File: src/rtl/preset_down_timer_pkg.sv
`default_nettype none
// ============================================================================
//  Module   : preset_down_timer_pkg
//  Purpose  : Shared constants and types for the preset down timer.
//             - DEFAULT_WIDTH : default count / load-value width
//             - state_t       : timer state (IDLE, RUN, DONE), 2-bit encoded
//  Revision : 1.0  initial release
// ============================================================================
package preset_down_timer_pkg;

    localparam int DEFAULT_WIDTH = 8;

    typedef enum logic [1:0] {
        ST_IDLE = 2'd0,
        ST_RUN  = 2'd1,
        ST_DONE = 2'd2
    } state_t;

endpackage : preset_down_timer_pkg
`default_nettype wire

File: src/rtl/preset_down_timer.sv
`default_nettype none
// ============================================================================
//  Module   : preset_down_timer
//  Purpose  : Loadable down-counting interval timer with one-shot and
//             auto-reload modes. A preset loads a start value and arms the
//             timer; enabled cycles decrement the count and the terminal
//             edge raises a one-cycle tc pulse.
//  Ports    :
//    clk    in   clock, all state updates on the rising edge
//    clr    in   synchronous active-high reset (highest priority)
//    pr     in   preset: load n and arm (n = 0 goes straight to DONE)
//    n      in   load value, sampled only when pr is high
//    en     in   count enable
//    reload in   1 = auto-reload from the captured load value, 0 = one-shot
//    a      out  current count (registered)
//    tc     out  terminal-count pulse (registered, one cycle)
//    busy   out  high while in RUN (registered)
//    done   out  high while in DONE (registered)
//  Revision : 1.0  initial release
// ============================================================================
module preset_down_timer
    import preset_down_timer_pkg::*;
#(
    parameter int WIDTH = DEFAULT_WIDTH
) (
    input  logic             clk,
    input  logic             clr,
    input  logic             pr,
    input  logic [WIDTH-1:0] n,
    input  logic             en,
    input  logic             reload,
    output logic [WIDTH-1:0] a,
    output logic             tc,
    output logic             busy,
    output logic             done
);

    localparam logic [WIDTH-1:0] C_ZERO = '0;
    localparam logic [WIDTH-1:0] C_ONE  = {{(WIDTH-1){1'b0}}, 1'b1};

    state_t           st_q;
    logic [WIDTH-1:0] a_q;
    logic [WIDTH-1:0] rl_q;
    logic             tc_q;
    logic             busy_q;
    logic             done_q;

    // busy/done are registered alongside st_q so they never depend on
    // inputs combinationally.
    always_ff @(posedge clk) begin
        if (clr) begin
            st_q   <= ST_IDLE;
            a_q    <= C_ZERO;
            rl_q   <= C_ZERO;
            tc_q   <= 1'b0;
            busy_q <= 1'b0;
            done_q <= 1'b0;
        end else if (pr) begin
            tc_q <= 1'b0;
            a_q  <= n;
            rl_q <= n;
            if (n != C_ZERO) begin
                st_q   <= ST_RUN;
                busy_q <= 1'b1;
                done_q <= 1'b0;
            end else begin
                // A zero load expires immediately, silently (no tc).
                st_q   <= ST_DONE;
                busy_q <= 1'b0;
                done_q <= 1'b1;
            end
        end else begin
            tc_q <= 1'b0;
            case (st_q)
                ST_RUN: begin
                    if (en) begin
                        if (a_q == C_ONE) begin
                            tc_q <= 1'b1;
                            if (reload) begin
                                // Reload from the captured value, never live n,
                                // so the count never shows 0 in this mode.
                                a_q <= rl_q;
                            end else begin
                                a_q    <= C_ZERO;
                                st_q   <= ST_DONE;
                                busy_q <= 1'b0;
                                done_q <= 1'b1;
                            end
                        end else begin
                            a_q <= a_q - C_ONE;
                        end
                    end
                end
                default: begin
                    // IDLE and DONE hold; only pr or clr leave them.
                end
            endcase
        end
    end

    assign a    = a_q;
    assign tc   = tc_q;
    assign busy = busy_q;
    assign done = done_q;

endmodule : preset_down_timer
`default_nettype wire
File: config.mk
export PLATFORM = sky130hd
export DESIGN_NAME = preset_down_timer
export DESIGN_NICKNAME = d
export VERILOG_FILES = /design/src/rtl/preset_down_timer_pkg.sv /design/src/rtl/preset_down_timer.sv
export SDC_FILE = /design/constraint.sdc
export NUM_CORES = 1
export LEC_CHECK = 0
export CAP_MARGIN = 20
export CORE_MARGIN = 8
export CORE_UTILIZATION = 48
export DETAILED_ROUTE_END_ITERATION = 12
export PLACE_DENSITY = 0.82
export SKIP_CTS_REPAIR_TIMING = 1
export SLEW_MARGIN = 20
export SYNTH_ARGS = -nofsm -noshare
export SYNTH_HDL_FRONTEND = slang
export SYNTH_SLANG_ARGS = --single-unit
File: constraint.sdc
create_clock -name clk -period 1.8 [get_ports clk]
set_input_delay 0.36 -clock clk [delete_from_list [all_inputs] [get_ports clk]]
set_output_delay 0.36 -clock clk [all_outputs]
set_load 0.1 [all_outputs]
; ---- Yosys cells after proc, flatten, opt, wreduce, memory -nomap -nowiden
; Cells that the tools add are included.
[totals]
regBits = 21
input_bits = 13
out_inout_bits = 11
[classes]
add_sub_neg = 1
n_eq_ne = 3
mux = 24
bitwise = 2
reduce_logical = 7
[ops]
columns = cell, n
row1 = two-way mux 8 bit, 5
row2 = two-way mux 1 bit, 13
row3 = two-way mux 2 bit, 6
row4 = == test 8 x 1 -> 1 bit (second input constant), 1
row5 = nonzero test 8 bit, 1
row6 = subtractor 8 x 1 -> 8 bit (second input constant), 1
row7 = nonzero test 2 bit, 3
row8 = AND reduction 4 bit, 1
row9 = OR reduction 4 bit, 1
row10 = == test 2 x 1 -> 1 bit (second input constant), 1
row11 = inequality test 2 bit (second input constant), 1
row12 = inverter 1 bit, 2
row13 = AND reduction 2 bit, 1

; ---- Logic depth before layout (Yosys ltp)
; Gate-level depths: netlist of the first run.
[logic_depth]
depth_word = 5
depth_mapped = 7
depth_no_buf = 6

; ---- Least setup slack after synthesis of the first run
; No wires, ideal clock.
[synth_timing]
kind = register to register
start = register a_q[0] (netlist: a[0])
end = register a_q[3] (netlist: a[3])
arrival_ps = 2182
path_slack_ps = -478
path_stages_with_launch = 6
path_buffers = 0
period_less_slack_ps = 2278
path_cell_list = dfxtp_1 > ha_1 > nor3b_2 > and2_1 > o21ai_0 > a221oi_1
[synth_via]
elab_chain_len = 5
word_cells_on_any_way = 6
[synth_lines]
columns = item, line
row1 = "start, declared", preset_down_timer.sv:42  ; logic [WIDTH-1:0] a_q;
row2 = "start signal, assigned", preset_down_timer.sv:60  ; a_q <= n;
row3 = "start signal, assigned", preset_down_timer.sv:82  ; a_q <= rl_q;
row4 = "start signal, assigned", preset_down_timer.sv:90  ; a_q <= a_q - C_ONE;
row5 = subtractor 8 x 1 -> 8 bit / == test 8 x 1 -> 1 bit (equally long branches), "preset_down_timer.sv:90, preset_down_timer.sv:77"
row6 = two-way mux 8 bit *, preset_down_timer.sv:77  ; if (a_q == C_ONE) begin
row7 = two-way mux 8 bit *, preset_down_timer.sv:76  ; if (en) begin
row8 = two-way mux 8 bit *, preset_down_timer.sv:74  ; case (st_q)
row9 = two-way mux 8 bit *, preset_down_timer.sv:58  ; end else if (pr) begin
; Every way passes the cells marked *; elsewhere a longest branch is shown, timed or not. The select of a mux whose other input is x is not followed.
; A chain may end at the register's enable or synchronous reset.

; ---- Worst setup path after layout of the first run
; Same ends and word-level chain as after synthesis.

==> results_dict.tcl, run 1 <==
set metrics [dict create \
    min_to "rl_q[7]$_SDFFE_PP0P_" \
    dp.cells 171 \
    min_path_cells 2 \
    synthFlopType "dfxtp_1" \
    worstReg2RegEnd "a[3]$_SDFFE_PP0P_" \
    final_cell_mix "nor2_1 (14), clkdlybuf4s50_1 (12), nand2_1 (11), buf_12 (11)" \
    pwr-share-comb 0.356 \
    min_period_ps 1700 \
    slowest_stage "or4_2" \
    startpoint "a[0]$_SDFFE_PP0P_" \
    finalSetupViolations 0 \
    finClkSkew_ps 4.81 \
    num_io_pins 24 \
    die_h_um 62.3 \
    path_clk_slew_ps 110 \
    async_reset_ff_frac 0 \
    total_power_mw 1.10 \
    worstPathMaxFanout 8 \
    rr_worst_depth 5 \
    pwr-share-seq 0.447 \
    rsz0062_at_grt "no" \
    viasPerCell 6.06 \
    core_sq_mm 0.00200 \
    finalCritPeriodShare 0.945 \
    grt.overflow.total 0 \
    multi_input_area_sq_um 589 \
    cts_tree "done" \
    final_max_slew_viol_count 0 \
    post_drt_wl_per_cell_um 16.8 \
    clockPowerShare 0.197 \
    rows 16 \
    p_switching_uw 404 \
    antenna_left 0 \
    yosys_register_bits 19 \
    regArea_sq_um 400 \
    ys_seq_area_frac 0.370 \
    synth_nets 135 \
    p_int_uw 694 \
    netlist_area_sq_mm 0.00103 \
    syn_to_final_growth_pct 44.4 \
    layoutNonFillerInstCount 175 \
    leakage_nw 0.580 \
    grt_max_degree 19 \
    finalHoldViolCount 0 \
    max_freq_mhz 588 \
    worst-path-buf-inv 1 \
    cts_buffers 3 \
    gp_congestion 0.981 \
    powerDensity_mw_per_mm2 740 \
    grt_pass1_wl_um 4820 \
    synth_cells 120 \
    diodes 0 \
    drv_cap 0 \
    synth_edf_count 0 \
    cp-start-kind "flop" \
    outcome "completed" \
    r2r_setup_slack_ps 100 \
    io_buffer_count 23 \
    synth_cell_types 43 \
    tns_ps 0 \
    firstDrtPassIters 4 \
    ctsLongestPathBuffers 2 \
    fin_nets 164 \
    vias 1060 \
    drc 0 \
    clock-sinks 19 \
    slew_headroom 0.688 \
    max-vdd-ir-drop_mv 0.480 \
    htree_levels 1 \
    critPathMaxStageDelay_ps 680 \
    fp.dieW_um 62.3 \
    mostFrequentLayoutCell "nor2_1" \
    clk-insertion-delay-late_ps 300 \
    die_area_sq_mm 0.00388 \
    r2r_start "a[0]$_SDFFE_PP0P_" \
    p_sw_frac 0.368 \
    drt_iter0_markers 66 \
    floorplan.initialDensity 0.514 \
    drive_gt1_frac 0.264 \
    worstSetupPathType "reg2reg" \
    grt.total_usage 0.147 \
    cp-end-kind "flop" \
    cp_top_family "simple AND/OR/NAND/NOR gates" \
    ys_warn_count 0 \
    syn_avg_cell_area_sq_um 8.57 \
    worstPathArrival_ps 1910 \
    drt-total-wl_um 2940 \
    holdCritPathClass "reg2reg" \
    grt_pass1_vias 1011 \
    worst_pin_slew_ps 464 \
    hpwl_um 2310 \
    crit_chain "buf_4 -> or4_2 -> nand2_1 -> o21ai_0 -> a221oi_1" \
    cts_root_buf "clkbuf_4" \
    grt_antenna_before_repair 0 \
    fillers 156 \
    critPathRequiredTime_ps 2010 \
    min_from "rl_q[7]$_SDFFE_PP0P_" \
]
worst min-delay path, delay by kind of cell, from the launching register on:
| family | cells | cell delay [ps] |
|---|---|---|
| flip-flops | 1 | 330 |
| AND/OR/NAND/NOR | 1 | 60 |
| AO/OA/AOI/OAI | 1 | 60 |
final cells by class:
| class | instances | share of cell area |
|---|---|---|
| clock inverters | 1 | 0.00337 |
| well taps | 27 | 0.0227 |
| flip-flops and latches | 19 | 0.270 |
| clock buffers | 3 | 0.0152 |
| multi-input cells | 86 | 0.397 |
| repair buffers | 32 | 0.275 |
| inverters | 7 | 0.0177 |
how the worst max path moves through the flow:
stage / end / slack (ps) / depth (start not counted)
after floorplan: a[6]$_SDFFE_PP0P_ / 10 / 4
after global placement: st_q[1]$_SDFFE_PP0P_ / 100 / 4
after detailed placement: busy$_SDFFE_PP0P_ / 50 / 5
after CTS: a[7]$_SDFFE_PP0P_ / 70 / 7
after global routing: a[7]$_SDFFE_PP0P_ / 20 / 7
final: a[3]$_SDFFE_PP0P_ / 100 / 5
flip-flops by register name (all words and copies together), names as in the netlist:
register,cells
rl_q,8
busy,1
st_q,1
tc,1
a,8
routing by layer:
layer	wire length [um]	track usage	vias up
met5	0	0	-
met2	1420	0.248	55
li1	-	-	507
met4	86	0.0598	0
met1	1220	0.181	487
met3	213	0.0233	11
stage by stage:
step / utilization / hold WS, ps / worst slack (ps) / area [sq um]
floorplan: - / 446 / 11.4 / 1050
global placement: 0.725 / 459 / 96.1 / 1450
detailed placement: 0.725 / 475 / 54.0 / 1450
CTS: 0.739 / 490 / 69.3 / 1480
global route: 0.742 / 515 / 24.6 / 1490
finish: 0.742 / 489 / 98.7 / 1490
cell usage after synthesis, types with 2 or more instances:
library cell  number  area share
mux2i_1            6       0.058
o31ai_1            2       0.015
clkbuf_1           5       0.018
a22oi_1            4       0.029
nor3_1             2      0.0097
o22ai_1            3       0.018
a31oi_1            3       0.018
a221oi_1           2       0.017
inv_1              7       0.026
o21ai_0            3       0.015
nor2_1            14       0.051
nor4_1             2       0.012
a21oi_1            6       0.029
dfxtp_1           19        0.37
nand2_1           11       0.040
nand3_1            2      0.0097
ha_1               2       0.024
o211ai_1           2       0.015
power groups by stage:
stage                     logic, mW  clock network (mW)  registers, mW
after floorplan               0.134                   0          0.596
after global placement        0.380                   0          0.496
after detailed placement      0.388                   0          0.499
after CTS                     0.389               0.221          0.489
after global routing          0.413               0.229          0.494
final                         0.392               0.216          0.491
cell families (layout without fill, tap and decap cells):
| kind of cell | Yosys count | in the layout | share of synthesized area |
|---|---|---|---|
| AND/OR/NAND/NOR | 42 | 42 | 0.225 |
| AO/OA/AOI/OAI | 34 | 34 | 0.242 |
| flip-flops | 19 | 19 | 0.370 |
| buffers and inverters | 15 | 43 | 0.0633 |
| multiplexers | 6 | 6 | 0.0584 |
| adder cells (fa/ha/maj) | 2 | 2 | 0.0243 |
| XOR/XNOR | 2 | 2 | 0.0170 |
No activity file was read; power rests on OpenSTA's default activity.
==> run 2, diff against run 1 <==
GPL_ROUTABILITY_DRIVEN = 0   (was default)
==> run 2 against run 1 <==
Worst hold slack about the same. Utilization decreased by 0.062 points. Register-to-register slack got worse by 20 ps. Sequential power about the same. Via count increased by 3.1%. Clock skew increased by 1.7 ps. Total power increased by 0.31%. Final cell count unchanged. Clock-buffer cell count increased by 1. Critical path depth increased by 2. Fmax decreased by 0.88%.
==> results_dict.tcl, run 2 (same netlist as run 1, synthesis figures left out) <==
set metrics [dict create \
    worstSetupPathType "reg2reg" \
    finalCritPeriodShare 0.954 \
    viasPerCell 6.25 \
    core_sq_mm 0.00200 \
    drt-met1-wl_um 1130 \
    total_power_mw 1.10 \
    ctsLongestPathBuffers 2 \
    die_h_um 62.3 \
    multi_input_area_sq_um 589 \
    r2r_start "a[1]$_SDFFE_PP0P_" \
    fillers 142 \
    pwr-share-seq 0.446 \
    wl_met2_um 1390 \
    slew_headroom 0.649 \
    p_int_uw 698 \
    floorplan.initialDensity 0.514 \
    tns_ps 0 \
    p_sw_frac 0.367 \
    regArea_sq_um 400 \
    min_from "rl_q[7]$_SDFFE_PP0P_" \
    vias 1093 \
    diodes 0 \
    critPathRequiredTime_ps 2030 \
    num_io_pins 24 \
    cts_buffers 3 \
    drc 0 \
    pwr-share-comb 0.353 \
    max_freq_mhz 583 \
    finClkSkew_ps 6.48 \
    grt.overflow.total 0 \
    outcome "completed" \
    slowest_stage "dfxtp_4" \
    finalHoldViolCount 0 \
    final_cell_mix "nor2_1 (14), clkdlybuf4s50_1 (12), nand2_1 (11), buf_12 (11)" \
    worst_pin_slew_ps 522 \
    htree_levels 1 \
    grt_antenna_before_repair 0 \
    clk-insertion-delay-late_ps 310 \
    drt_iter0_markers 83 \
    min_period_ps 1720 \
    holdWs_ps 490 \
    antenna_left 0 \
    final_max_slew_viol_count 0 \
    clockPowerShare 0.201 \
    fin_nets 164 \
    max-vdd-ir-drop_mv 0.642 \
    crit_chain "inv_1 -> ha_1 -> nor3b_4 -> buf_4 -> nand2_1 -> o2111a_1 -> o22ai_1" \
    holdCritPathClass "reg2reg" \
    hpwl_um 2150 \
    route.met3.wl_um 292 \
    die_area_sq_mm 0.00388 \
    io_buffer_count 23 \
    startpoint "a[1]$_SDFFE_PP0P_" \
    drive_gt1_frac 0.257 \
    cts_root_buf "clkbuf_4" \
    post_drt_wl_per_cell_um 16.4 \
    leakage_nw 0.577 \
    placed_area_sq_mm 0.00145 \
    clock-sinks 19 \
    rsz0062_at_grt "no" \
    syn_to_final_growth_pct 44.3 \
    grt_pass1_vias 1004 \
    rows 16 \
    finalInstanceArea_sq_mm 0.00148 \
    cts_tree "done" \
    drt-total-wl_um 2870 \
    r2r_setup_slack_ps 80 \
    min_path_cells 2 \
    finalSetupViolations 0 \
    grt.total_usage 0.146 \
    powerDensity_mw_per_mm2 743 \
    cp-end-kind "flop" \
    worstReg2RegEnd "a[7]$_SDFFE_PP0P_" \
    drv_cap 0 \
    p_switching_uw 404 \
    worstPathArrival_ps 1950 \
    critPathMaxStageDelay_ps 350 \
    grt_max_degree 19 \
    utilization 0.741 \
    min_to "rl_q[7]$_SDFFE_PP0P_" \
    routed.top_layer "met4" \
    fp.dieW_um 62.3 \
    firstDrtPassIters 5 \
    rr_worst_depth 7 \
    path_clk_slew_ps 110 \
    grt_pass1_wl_um 4710 \
    mostFrequentLayoutCell "nor2_1" \
    worstPathMaxFanout 7 \
    cp-start-kind "flop" \
]
[run 2: final cells by class]
type	count	area share
flip-flops and latches	19	0.270
well taps	27	0.0228
repair buffers	32	0.275
inverters	7	0.0177
multi-input cells	86	0.397
clock buffers	4	0.0177
[run 2: how the worst max path moves through the flow]
| stage | endpoint | slack, ps | cells after the start |
|---|---|---|---|
| after floorplan | a[6]$_SDFFE_PP0P_ | 10 | 4 |
| after global placement | st_q[1]$_SDFFE_PP0P_ | 90 | 4 |
| after detailed placement | st_q[1]$_SDFFE_PP0P_ | 20 | 4 |
| after CTS | a[7]$_SDFFE_PP0P_ | 40 | 7 |
| after global routing | a[7]$_SDFFE_PP0P_ | 0.4 | 7 |
| final | a[7]$_SDFFE_PP0P_ | 80 | 7 |
[run 2: critical path, delay by kind of cell (launching register included)]
| kind | cells | cell delay (ps) |
|---|---|---|
| buffers and inverters | 2 | 260 |
| AO/OA/AOI/OAI | 2 | 430 |
| adder cells (fa/ha/maj) | 1 | 170 |
| AND/OR/NAND/NOR | 2 | 440 |
| flip-flops | 1 | 350 |
[run 2: per-layer routing]
layer | vias to the layer above | global-route usage
met5 | - | 0
met4 | 0 | 0.0684
met3 | 9 | 0.0358
met2 | 83 | 0.242
met1 | 494 | 0.171
li1 | 507 | -
[run 2: through the flow]
step                      setup WS [ps]  cells
final                              83.6    175
after floorplan                    11.4    120
after detailed placement           18.0    171
after global placement             92.1    171
after CTS                          35.6    175
after global routing              0.411    175
[run 2: power by group through the flow]
stage,Combinational [mW],Sequential (mW),Clock [mW]
after floorplan,0.134,0.596,0
after global placement,0.379,0.496,0
after detailed placement,0.384,0.499,0
after CTS,0.386,0.489,0.224
after global routing,0.410,0.495,0.247
final,0.389,0.492,0.221
